==> config.mk <==
export PLATFORM = sky130hd
export DESIGN_NAME = gray_count_tracker
export DESIGN_NICKNAME = d
export VERILOG_FILES = /design/src/rtl/gray_track_pkg.sv /design/src/rtl/gray2bin_dec.sv /design/src/rtl/gray_count_tracker.sv
export SDC_FILE = /design/constraint.sdc
export NUM_CORES = 1
export LEC_CHECK = 0
export CAP_MARGIN = 10
export CORE_ASPECT_RATIO = 2
export CORE_UTILIZATION = 45
export CTS_CLUSTER_DIAMETER = 40
export CTS_CLUSTER_SIZE = 40
export DETAILED_ROUTE_END_ITERATION = 6
export PLACE_DENSITY = 0.79
export SYNTH_ARGS = -nofsm -noshare
export SYNTH_HDL_FRONTEND = slang
export SYNTH_SLANG_ARGS = --single-unit
==> constraint.sdc <==
create_clock -name clk -period 3.4 [get_ports clk]
set_clock_uncertainty 0.15 [all_clocks]
set_input_delay 0.34 -clock clk [delete_from_list [all_inputs] [get_ports clk]]
set_output_delay 0.34 -clock clk [all_outputs]
set_load 0.05 [all_outputs]
==> src/rtl/gray_track_pkg.sv <==
// Shared types and defaults for the Gray-count tracker: FSM states, delta classes
// and the delta classifier.
package gray_track_pkg;

  localparam int W_DEF    = 2;
  localparam int PW_DEF   = 16;
  localparam int ERRW_DEF = 8;

  typedef enum logic [1:0] {
    ACQ   = 2'd0,
    TRACK = 2'd1,
    FAULT = 2'd2
  } state_t;

  typedef enum logic [1:0] {
    HOLD    = 2'd0,
    UP      = 2'd1,
    DN      = 2'd2,
    ILLEGAL = 2'd3
  } delta_t;

  // A modular delta of all-ones (-1 mod 2^w) is a legal down-step.
  function automatic delta_t classify(input logic [31:0] delta, input int unsigned w);
    logic [31:0] mask;
    mask = (32'd1 << w) - 32'd1;
    if (delta == 32'd0) begin
      return HOLD;
    end else if (delta == 32'd1) begin
      return UP;
    end else if (delta == mask) begin
      return DN;
    end else begin
      return ILLEGAL;
    end
  endfunction

endpackage

==> src/rtl/gray2bin_dec.sv <==
// Combinational W-bit Gray-to-binary decoder: each binary bit is the XOR of all
// Gray bits at or above it.
module gray2bin_dec #(
  parameter int W = 2
) (
  input  logic [W-1:0] i_gray,
  output logic [W-1:0] o_bin
);

  logic w_acc;

  // Running XOR from the MSB down.
  always_comb begin
    o_bin = '0;
    w_acc = 1'b0;
    for (int i = W - 1; i >= 0; i--) begin
      w_acc    = w_acc ^ i_gray[i];
      o_bin[i] = w_acc;
    end
  end

endmodule

==> src/rtl/gray_count_tracker.sv <==
// Gray-count receiver: decodes, classifies steps, accumulates position and tracks
// illegal jumps. Define GRAY_TRACK_SYNC_EN to add 2-flop input synchronizers.
module gray_count_tracker
  import gray_track_pkg::*;
#(
  parameter int W    = W_DEF,
  parameter int PW   = PW_DEF,
  parameter int ERRW = ERRW_DEF
) (
  input  logic            clk,
  input  logic            rst,
  input  logic            ena,
  input  logic [W-1:0]    gray_in,
  input  logic            clr_err,
  output logic [W-1:0]    bin_out,
  output logic [PW-1:0]   pos,
  output logic            step_up,
  output logic            step_dn,
  output logic            locked,
  output logic            err,
  output logic [ERRW-1:0] err_cnt
);

  logic [W-1:0]    w_gray;
  logic            w_ena;
  logic [W-1:0]    w_bin;
  logic [W-1:0]    w_delta;
  delta_t          w_cls;
  logic            w_illegal;
  logic [ERRW-1:0] w_err_inc;

  state_t          r_state;
  logic [W-1:0]    r_bin_prev;
  logic [W-1:0]    r_bin_out;
  logic [PW-1:0]   r_pos;
  logic            r_step_up;
  logic            r_step_dn;
  logic            r_locked;
  logic            r_err;
  logic [ERRW-1:0] r_err_cnt;

`ifdef GRAY_TRACK_SYNC_EN
  logic [W-1:0] r_gray_s1;
  logic [W-1:0] r_gray_s2;
  logic         r_ena_s1;
  logic         r_ena_s2;

  // Two-flop synchronizers for a source in another clock domain.
  always_ff @(posedge clk or posedge rst) begin
    if (rst) begin
      r_gray_s1 <= '0;
      r_gray_s2 <= '0;
      r_ena_s1  <= 1'b0;
      r_ena_s2  <= 1'b0;
    end else begin
      r_gray_s1 <= gray_in;
      r_gray_s2 <= r_gray_s1;
      r_ena_s1  <= ena;
      r_ena_s2  <= r_ena_s1;
    end
  end

  assign w_gray = r_gray_s2;
  assign w_ena  = r_ena_s2;
`else
  assign w_gray = gray_in;
  assign w_ena  = ena;
`endif

  gray2bin_dec #(.W(W)) u_dec (
    .i_gray (w_gray),
    .o_bin  (w_bin)
  );

  // Step classification against the last accepted sample; counter saturates.
  always_comb begin
    w_delta   = w_bin - r_bin_prev;
    w_cls     = classify(32'(w_delta), W);
    w_illegal = w_ena && (w_cls == ILLEGAL);
    if (r_err_cnt == {ERRW{1'b1}}) begin
      w_err_inc = r_err_cnt;
    end else begin
      w_err_inc = r_err_cnt + ERRW'(1);
    end
  end

  // Lock FSM with position accumulator, error counter and registered outputs.
  always_ff @(posedge clk or posedge rst) begin
    if (rst) begin
      r_state    <= ACQ;
      r_bin_prev <= '0;
      r_bin_out  <= '0;
      r_pos      <= '0;
      r_step_up  <= 1'b0;
      r_step_dn  <= 1'b0;
      r_locked   <= 1'b0;
      r_err      <= 1'b0;
      r_err_cnt  <= '0;
    end else begin
      r_step_up <= 1'b0;
      r_step_dn <= 1'b0;
      case (r_state)
        ACQ: begin
          if (clr_err) begin
            r_err     <= 1'b0;
            r_err_cnt <= '0;
          end
          if (w_ena) begin
            r_bin_prev <= w_bin;
            r_bin_out  <= w_bin;
            r_locked   <= 1'b1;
            r_state    <= TRACK;
          end
        end
        TRACK: begin
          if (w_ena) begin
            r_bin_prev <= w_bin;
            r_bin_out  <= w_bin;
          end
          // An illegal sample beats a concurrent clear: count restarts at 1.
          if (w_illegal) begin
            r_err     <= 1'b1;
            r_err_cnt <= clr_err ? ERRW'(1) : w_err_inc;
            r_locked  <= 1'b0;
            r_state   <= FAULT;
          end else begin
            if (clr_err) begin
              r_err     <= 1'b0;
              r_err_cnt <= '0;
            end
            if (w_ena && (w_cls == UP)) begin
              r_pos     <= r_pos + PW'(1);
              r_step_up <= 1'b1;
            end else if (w_ena && (w_cls == DN)) begin
              r_pos     <= r_pos - PW'(1);
              r_step_dn <= 1'b1;
            end
          end
        end
        FAULT: begin
          if (clr_err) begin
            r_err     <= 1'b0;
            r_err_cnt <= '0;
            r_state   <= ACQ;
            if (w_ena) begin
              r_bin_out <= w_bin;
            end
          end else if (w_ena) begin
            r_bin_prev <= w_bin;
            r_bin_out  <= w_bin;
            if (w_illegal) begin
              r_err_cnt <= w_err_inc;
            end
          end
        end
        default: begin
          r_state  <= ACQ;
          r_locked <= 1'b0;
        end
      endcase
    end
  end

  assign bin_out = r_bin_out;
  assign pos     = r_pos;
  assign step_up = r_step_up;
  assign step_dn = r_step_dn;
  assign locked  = r_locked;
  assign err     = r_err;
  assign err_cnt = r_err_cnt;

endmodule

## After elaboration in Yosys (flattened, before gate mapping)

Cells that the tools add are included.

| storage, ports and cells | value |
|---|---|
| bits in registers | 34 |
| output and inout port bits | 30 |
| bits of input ports | 6 |

| operators by class | value |
|---|---|
| reduce and logical (&&, ||, !) cells | 18 |
| muxes and demuxes | 33 |
| bitwise logic cells | 3 |
| equality and inequality tests | 14 |
| add/subtract/negate cells | 4 |

Operator list:

| cell | count |
|---|---|
| $mux 8 | 7 |
| $mux 16 | 2 |
| $pmux 8 s3 | 1 |
| $add 16x1->16 const B | 1 |
| $sub 16x1->16 const B | 1 |
| $mux 2 | 7 |
| $mux 1 | 12 |
| $reduce_and 3->1 | 4 |
| $add 8x1->8 const B | 1 |
| $eq 2x2->1 const B | 4 |
| $eq 8x8->1 const B | 1 |
| $ne 2x2->1 const B | 4 |
| $eq 2x1->1 const B | 3 |
| $ne 3x3->1 const B | 2 |
| $pmux 2 s3 | 1 |
| $reduce_bool 2->1 | 3 |
| $logic_not 2->1 | 2 |
| $pmux 2 s2 | 1 |
| $reduce_and 2->1 | 2 |
| $reduce_or 2->1 | 2 |
| $logic_and 1x1->1 | 3 |
| $pmux 1 s3 | 1 |
| $reduce_bool 3->1 | 1 |
| $reduce_or 3->1 | 1 |
| 4 further kinds | 5 |

## Longest topological paths before layout

| depth | value |
|---|---|
| word-level depth | 12 |
| gate-level depth with buffers | 12 |

## Cells and area by module

A second synthesis with hierarchy kept.

| second synthesis, totals | value |
|---|---|
| cell total of the unflattened synthesis | 290 |
| area, all modules | 2,509.9 µm² |

Modules (own cells, without submodules):

| module | area an instance (µm²) | sequential area each (µm²) | instances | cells an instance |
|---|---|---|---|---|
| gray_count_tracker | 2,486.1 | 850.8 | 1 | 287 |
| gray2bin_dec | 23.8 | 0.0 | 1 | 3 |

## Least setup slack after synthesis

No wires, ideal clock.

| timing | value |
|---|---|
| path kind | input to register |
| from | input port gray_in[1] |
| to | register r_pos[12], in the netlist pos[12] |
| stages on the path | 9 |
| path slack | -148 ps |
| library setup time | 131 ps |
| required time | 3,119 ps |
| buffers on the path | 0 |
| arrival time | 3,266 ps |
| cells stage by stage | xnor2_1 -> ha_1 -> xor3_2 -> or3_2 -> ha_1 -> a2111oi_0 -> a211oi_1 -> o31a_1 -> or3_1 |

| on the way | value |
|---|---|
| longest elaborated chain between the ends | 10 |
| elaborated cells on any way between the ends | 18 |

RTL lines:

| element | RTL line | text |
|---|---|---|
| start: declaration | gray_count_tracker.sv:13 | `input logic [W-1:0] gray_in,` |
| $xor 1x1->1 | gray2bin_dec.sv:17 | `w_acc = w_acc ^ i_gray[i];` |
| $sub 2x2->2 (*) | gray_count_tracker.sv:77 | `w_delta = w_bin - r_bin_prev;` |
| $eq 2x2->1 | gray_track_pkg.sv:30 | `end else if (delta == mask) begin` |
| $mux 1 | gray_track_pkg.sv:30 |  |
| $mux 2 | gray_track_pkg.sv:28 | `end else if (delta == 32'd1) begin` |
| $mux 2 (*) | gray_track_pkg.sv:26 | `if (delta == 32'd0) begin` |
| $eq 2x1->1 (tied with other cells) | gray_count_tracker.sv:131 | `if (w_ena && (w_cls == UP)) begin` |
| $logic_and 1x1->1 (on tied branches) | gray_count_tracker.sv:131, gray_count_tracker.sv:79, gray_count_tracker.sv:134 |  |
| $reduce_bool 2->1 (no source line) / $not 1->1 (equally long branches) | n/a |  |
| $reduce_and 3->1 (no source line) | n/a |  |
| end signal: assignment | gray_count_tracker.sv:132 | `r_pos <= r_pos + PW'(1);` |
| end signal: assignment | gray_count_tracker.sv:135 | `r_pos <= r_pos - PW'(1);` |
| end: declaration | gray_count_tracker.sv:35 | `logic [PW-1:0] r_pos;` |

Mark *: on every way between the ends. The rest lies on a longest branch, timed or not.
A chain may end at the register's enable or synchronous reset.

## Worst setup path in the final report

| timing | value |
|---|---|
| from | input port gray_in[0] |
| to | register r_pos[15], in the netlist pos[15] |

| on the way | value |
|---|---|
| longest elaborated chain between the ends | 10 |
| elaborated cells on any way between the ends | 18 |

RTL lines:

| element | RTL line |
|---|---|
| $xor 1x1->1 (*) | gray2bin_dec.sv:17 |
| $sub 2x2->2 (*) | gray_count_tracker.sv:77 |
| $eq 2x2->1 | gray_track_pkg.sv:30 |
| $mux 1 | gray_track_pkg.sv:30 |
| $mux 2 | gray_track_pkg.sv:28 |
| $mux 2 (*) | gray_track_pkg.sv:26 |
| $eq 2x1->1 (tied with other cells) | gray_count_tracker.sv:131 |
| $logic_and 1x1->1 (on tied branches) | gray_count_tracker.sv:131, gray_count_tracker.sv:79, gray_count_tracker.sv:134 |
| $reduce_bool 2->1 (no source line) / $not 1->1 (equally long branches) | n/a |
| $reduce_and 3->1 (no source line) | n/a |

Marked as above.

==> metrics.cfg <==
[status]
status = complete, no violations

[floorplan]
die_area_sq_mm = 0.00567
die_h_microns = 105
io_pins = 36
rows = 37
die_w_microns = 53.7
design.core.area_sq_mm = 0.00514
initial_core_util = 0.469

[worst_hold_path]
hp-class = input port to async pin

[yosys]
synth_mux_area_frac = 0.0223
syn_area_per_cell_sq_um = 9.09
yosys.area_share.adder = 0.112
synth-compound-area-share = 0.250
netlist_area_sq_mm = 0.00241
synth_top_area_frac = 0.353
ys_ff_latch = 34
synth_warnings = 0
syn-num-nets = 292
synthArstFlopShare = 1.00
yosys.area_share.simple = 0.174
synth_top_family_by_area = compound AO/OA/AOI/OAI gates
synth.distinct_cells = 55
synth_edf_count = 0
synthXorXnorAreaFrac = 0.0540
synth_top_area_cell = dfrtp_1
ys_seq_area_frac = 0.353
synthFlopType = dfrtp_1
synth.area.top_cells = dfrtp_1, ha_1, a21oi_1, o21ai_0, nand2_1
synth_cells = 265

[layout]
drive_above_1_share = 0.248
area.growth.synth_to_final_pct = 40.2
final_cell_mix = buf_4, dfrtp_1, clkdlybuf4s50_1
fillerInstances = 392
final_common_cell = buf_4
diodes = 0
final_nets = 381
instances_no_fill = 413

[sta]
final_max_slew_viol_count = 0
hold_viol = 0
fmax_mhz = 309
setup-violations-final = 0
timing.slew.headroom = 0.662
tightest_slew_ns = 0.505
setup_slack_ns = 0.159
fin_crit_sh = 0.953
period_minus_slack_ns = 3.24
finalSetupTns_ns = 0

[critical_path]
cp_max_fo = 8
r2r_slack_ns = 0.26
cp_data_arrival_time_ns = 3.31
crit_chain = dlygate4sd2_1, xnor2_2, ha_1, xor3_2, or3_4, buf_4, ha_1, buf_4, nand3_1, a21boi_0, a311oi_2, o31ai_2, mux2i_1, xnor2_1
critPathKind = input port to flip-flop
startpoint = gray_in[0]
cp.required_ns = 3.47
r2r_cells = 12
max_stage_delay_ns = 0.40
r2r-end = pos[15]$_DFFE_PP0P_
startpoint_type = input port
slowest_stage = or3_4
end_kind = flip-flop
rr_startpoint = r_bin_prev[0]$_DFFE_PP0P_

[clock_tree]
cts_sinks = 34
cts_max_level = 2
clockRootBuffer = clkbuf_8
cts_hold_buf = 0
cts_buffers = 5
cts.clk_slew.worst_paths_ns = 0.08
insertion_delay_ns = 0.29
clk_path_buf_depth = 2
cts_tree = built

[placed_design]
place.gp.congestion = 0.941
portBuffers = 35
pre_cts_ws_ns = -0.483
dp_hpwl_microns = 4690
dp.cells = 404

[grt]
antenna_found_initial = 0
grt_use_total = 0.251
grt_first_pass_wirelength_microns = 10800
grt_max_degree = 35
grt_pass1_vias = 2460
grt_overflow = 0

[drt]
num_vias = 2372
drc = 0
drt_iter0_markers = 75
ant_nets = 0
viasPerCell = 5.74
drt_first_pass_iters = 4
wl_microns = 6380
wl_per_cell_microns = 15.4

[job]
drv_cap = 0

==> cells by family (layout without fill, tap and decap cells) <==
logic type | count (synthesis) | in the layout
buf+inv | 22 | 112
simple gates | 76 | 76
compound gates | 94 | 94
flops | 34 | 34
fa+ha+maj | 21 | 21
xor+xnor | 13 | 13
mux | 5 | 5
==> layer usage <==
metal	wire (microns)	global-route usage	share of wire
met5	0	0	0
met4	176	0.0996	0.028
met3	210	0.0332	0.033
met2	3570	0.443	0.56
met1	2420	0.287	0.38
==> critical path, delay by kind of cell <==
| family | cells | cell delay [ns] |
|---|---|---|
| AND/OR/NAND/NOR | 2 | 0.49 |
| multiplexers | 1 | 0.19 |
| AO/OA/AOI/OAI | 3 | 0.54 |
| adder cells (fa/ha/maj) | 2 | 0.52 |
| XOR/XNOR | 3 | 0.58 |
| buffers and inverters | 3 | 0.65 |
==> cells in the mapped netlist (2+ instances only) <==
library cell  instances
a2111oi_0             2
a211oi_1              3
a21boi_0              2
a21o_1                4
a21o_2                2
a21oi_1              26
a311oi_1              2
a31oi_1               3
and2_1                3
and3_1                3
clkbuf_1              6
dfrtp_1              34
ha_1                 20
inv_1                15
mux2_2                3
mux2i_1               2
nand2_1              22
nand2b_1              3
nand3_1               8
nand4_1               4
nor2_1               11
nor2b_1               3
nor3_1                5
nor4_1                2
o21a_1                4
o21ai_0              26
o31a_1                2
o31ai_1               4
o32ai_1               2
o41ai_1               2
or3_1                 3
xnor2_1               9
xor2_1                3
==> worst max path at each step <==
| stage | to | slack (ns) | cells past startpoint |
|---|---|---|---|
| global placement | pos[12]$_DFFE_PP0P_ | -0.36 | 11 |
| detailed placement | pos[12]$_DFFE_PP0P_ | -0.48 | 10 |
| finish | pos[15]$_DFFE_PP0P_ | 0.16 | 14 |
| floorplan | pos[12]$_DFFE_PP0P_ | 0.08 | 9 |
| CTS | pos[15]$_DFFE_PP0P_ | 0.12 | 14 |
| global route | pos[15]$_DFFE_PP0P_ | -0.04 | 14 |
==> metrics by stage <==
stage                     cell area, sq um   util  hold slack (ns)
after floorplan                       2410      -            0.306
after global placement                3200  0.624            0.311
after detailed placement              3200  0.624            0.336
after CTS                             3350  0.653            0.308
after global routing                  3380  0.657            0.352
final                                 3380  0.657            0.292
==> repair_timing <==
item,in CTS,in global routing
endpoints found under the setup margin,7,6
pin swaps,3,2
gates resized for setup,9,7
setup buffers,1,0
gates cloned,0,0
==> flip-flops by register name, indices dropped and copies added (netlist names) <==
signal / count
pos: 16
err_cnt: 8
bin_out: 2
r_bin_prev: 2
r_state: 2
err: 1
locked: 1
step_dn: 1
step_up: 1
==> final cells by class <==
class / count / area (sq um) / share of cell area
clock inverters: 3 / 45.0 / 0.0133
clock buffers: 5 / 68.8 / 0.0204
flip-flops and latches: 34 / 851 / 0.252
well taps: 58 / 72.6 / 0.0215
inverters: 16 / 60.1 / 0.0178
repair buffers: 88 / 746 / 0.221
multi-input cells: 209 / 1530 / 0.454
Power is left out: the tool's default activity adds up to more than one toggle a clock period on the data nets, which glitch-free logic cannot reach.
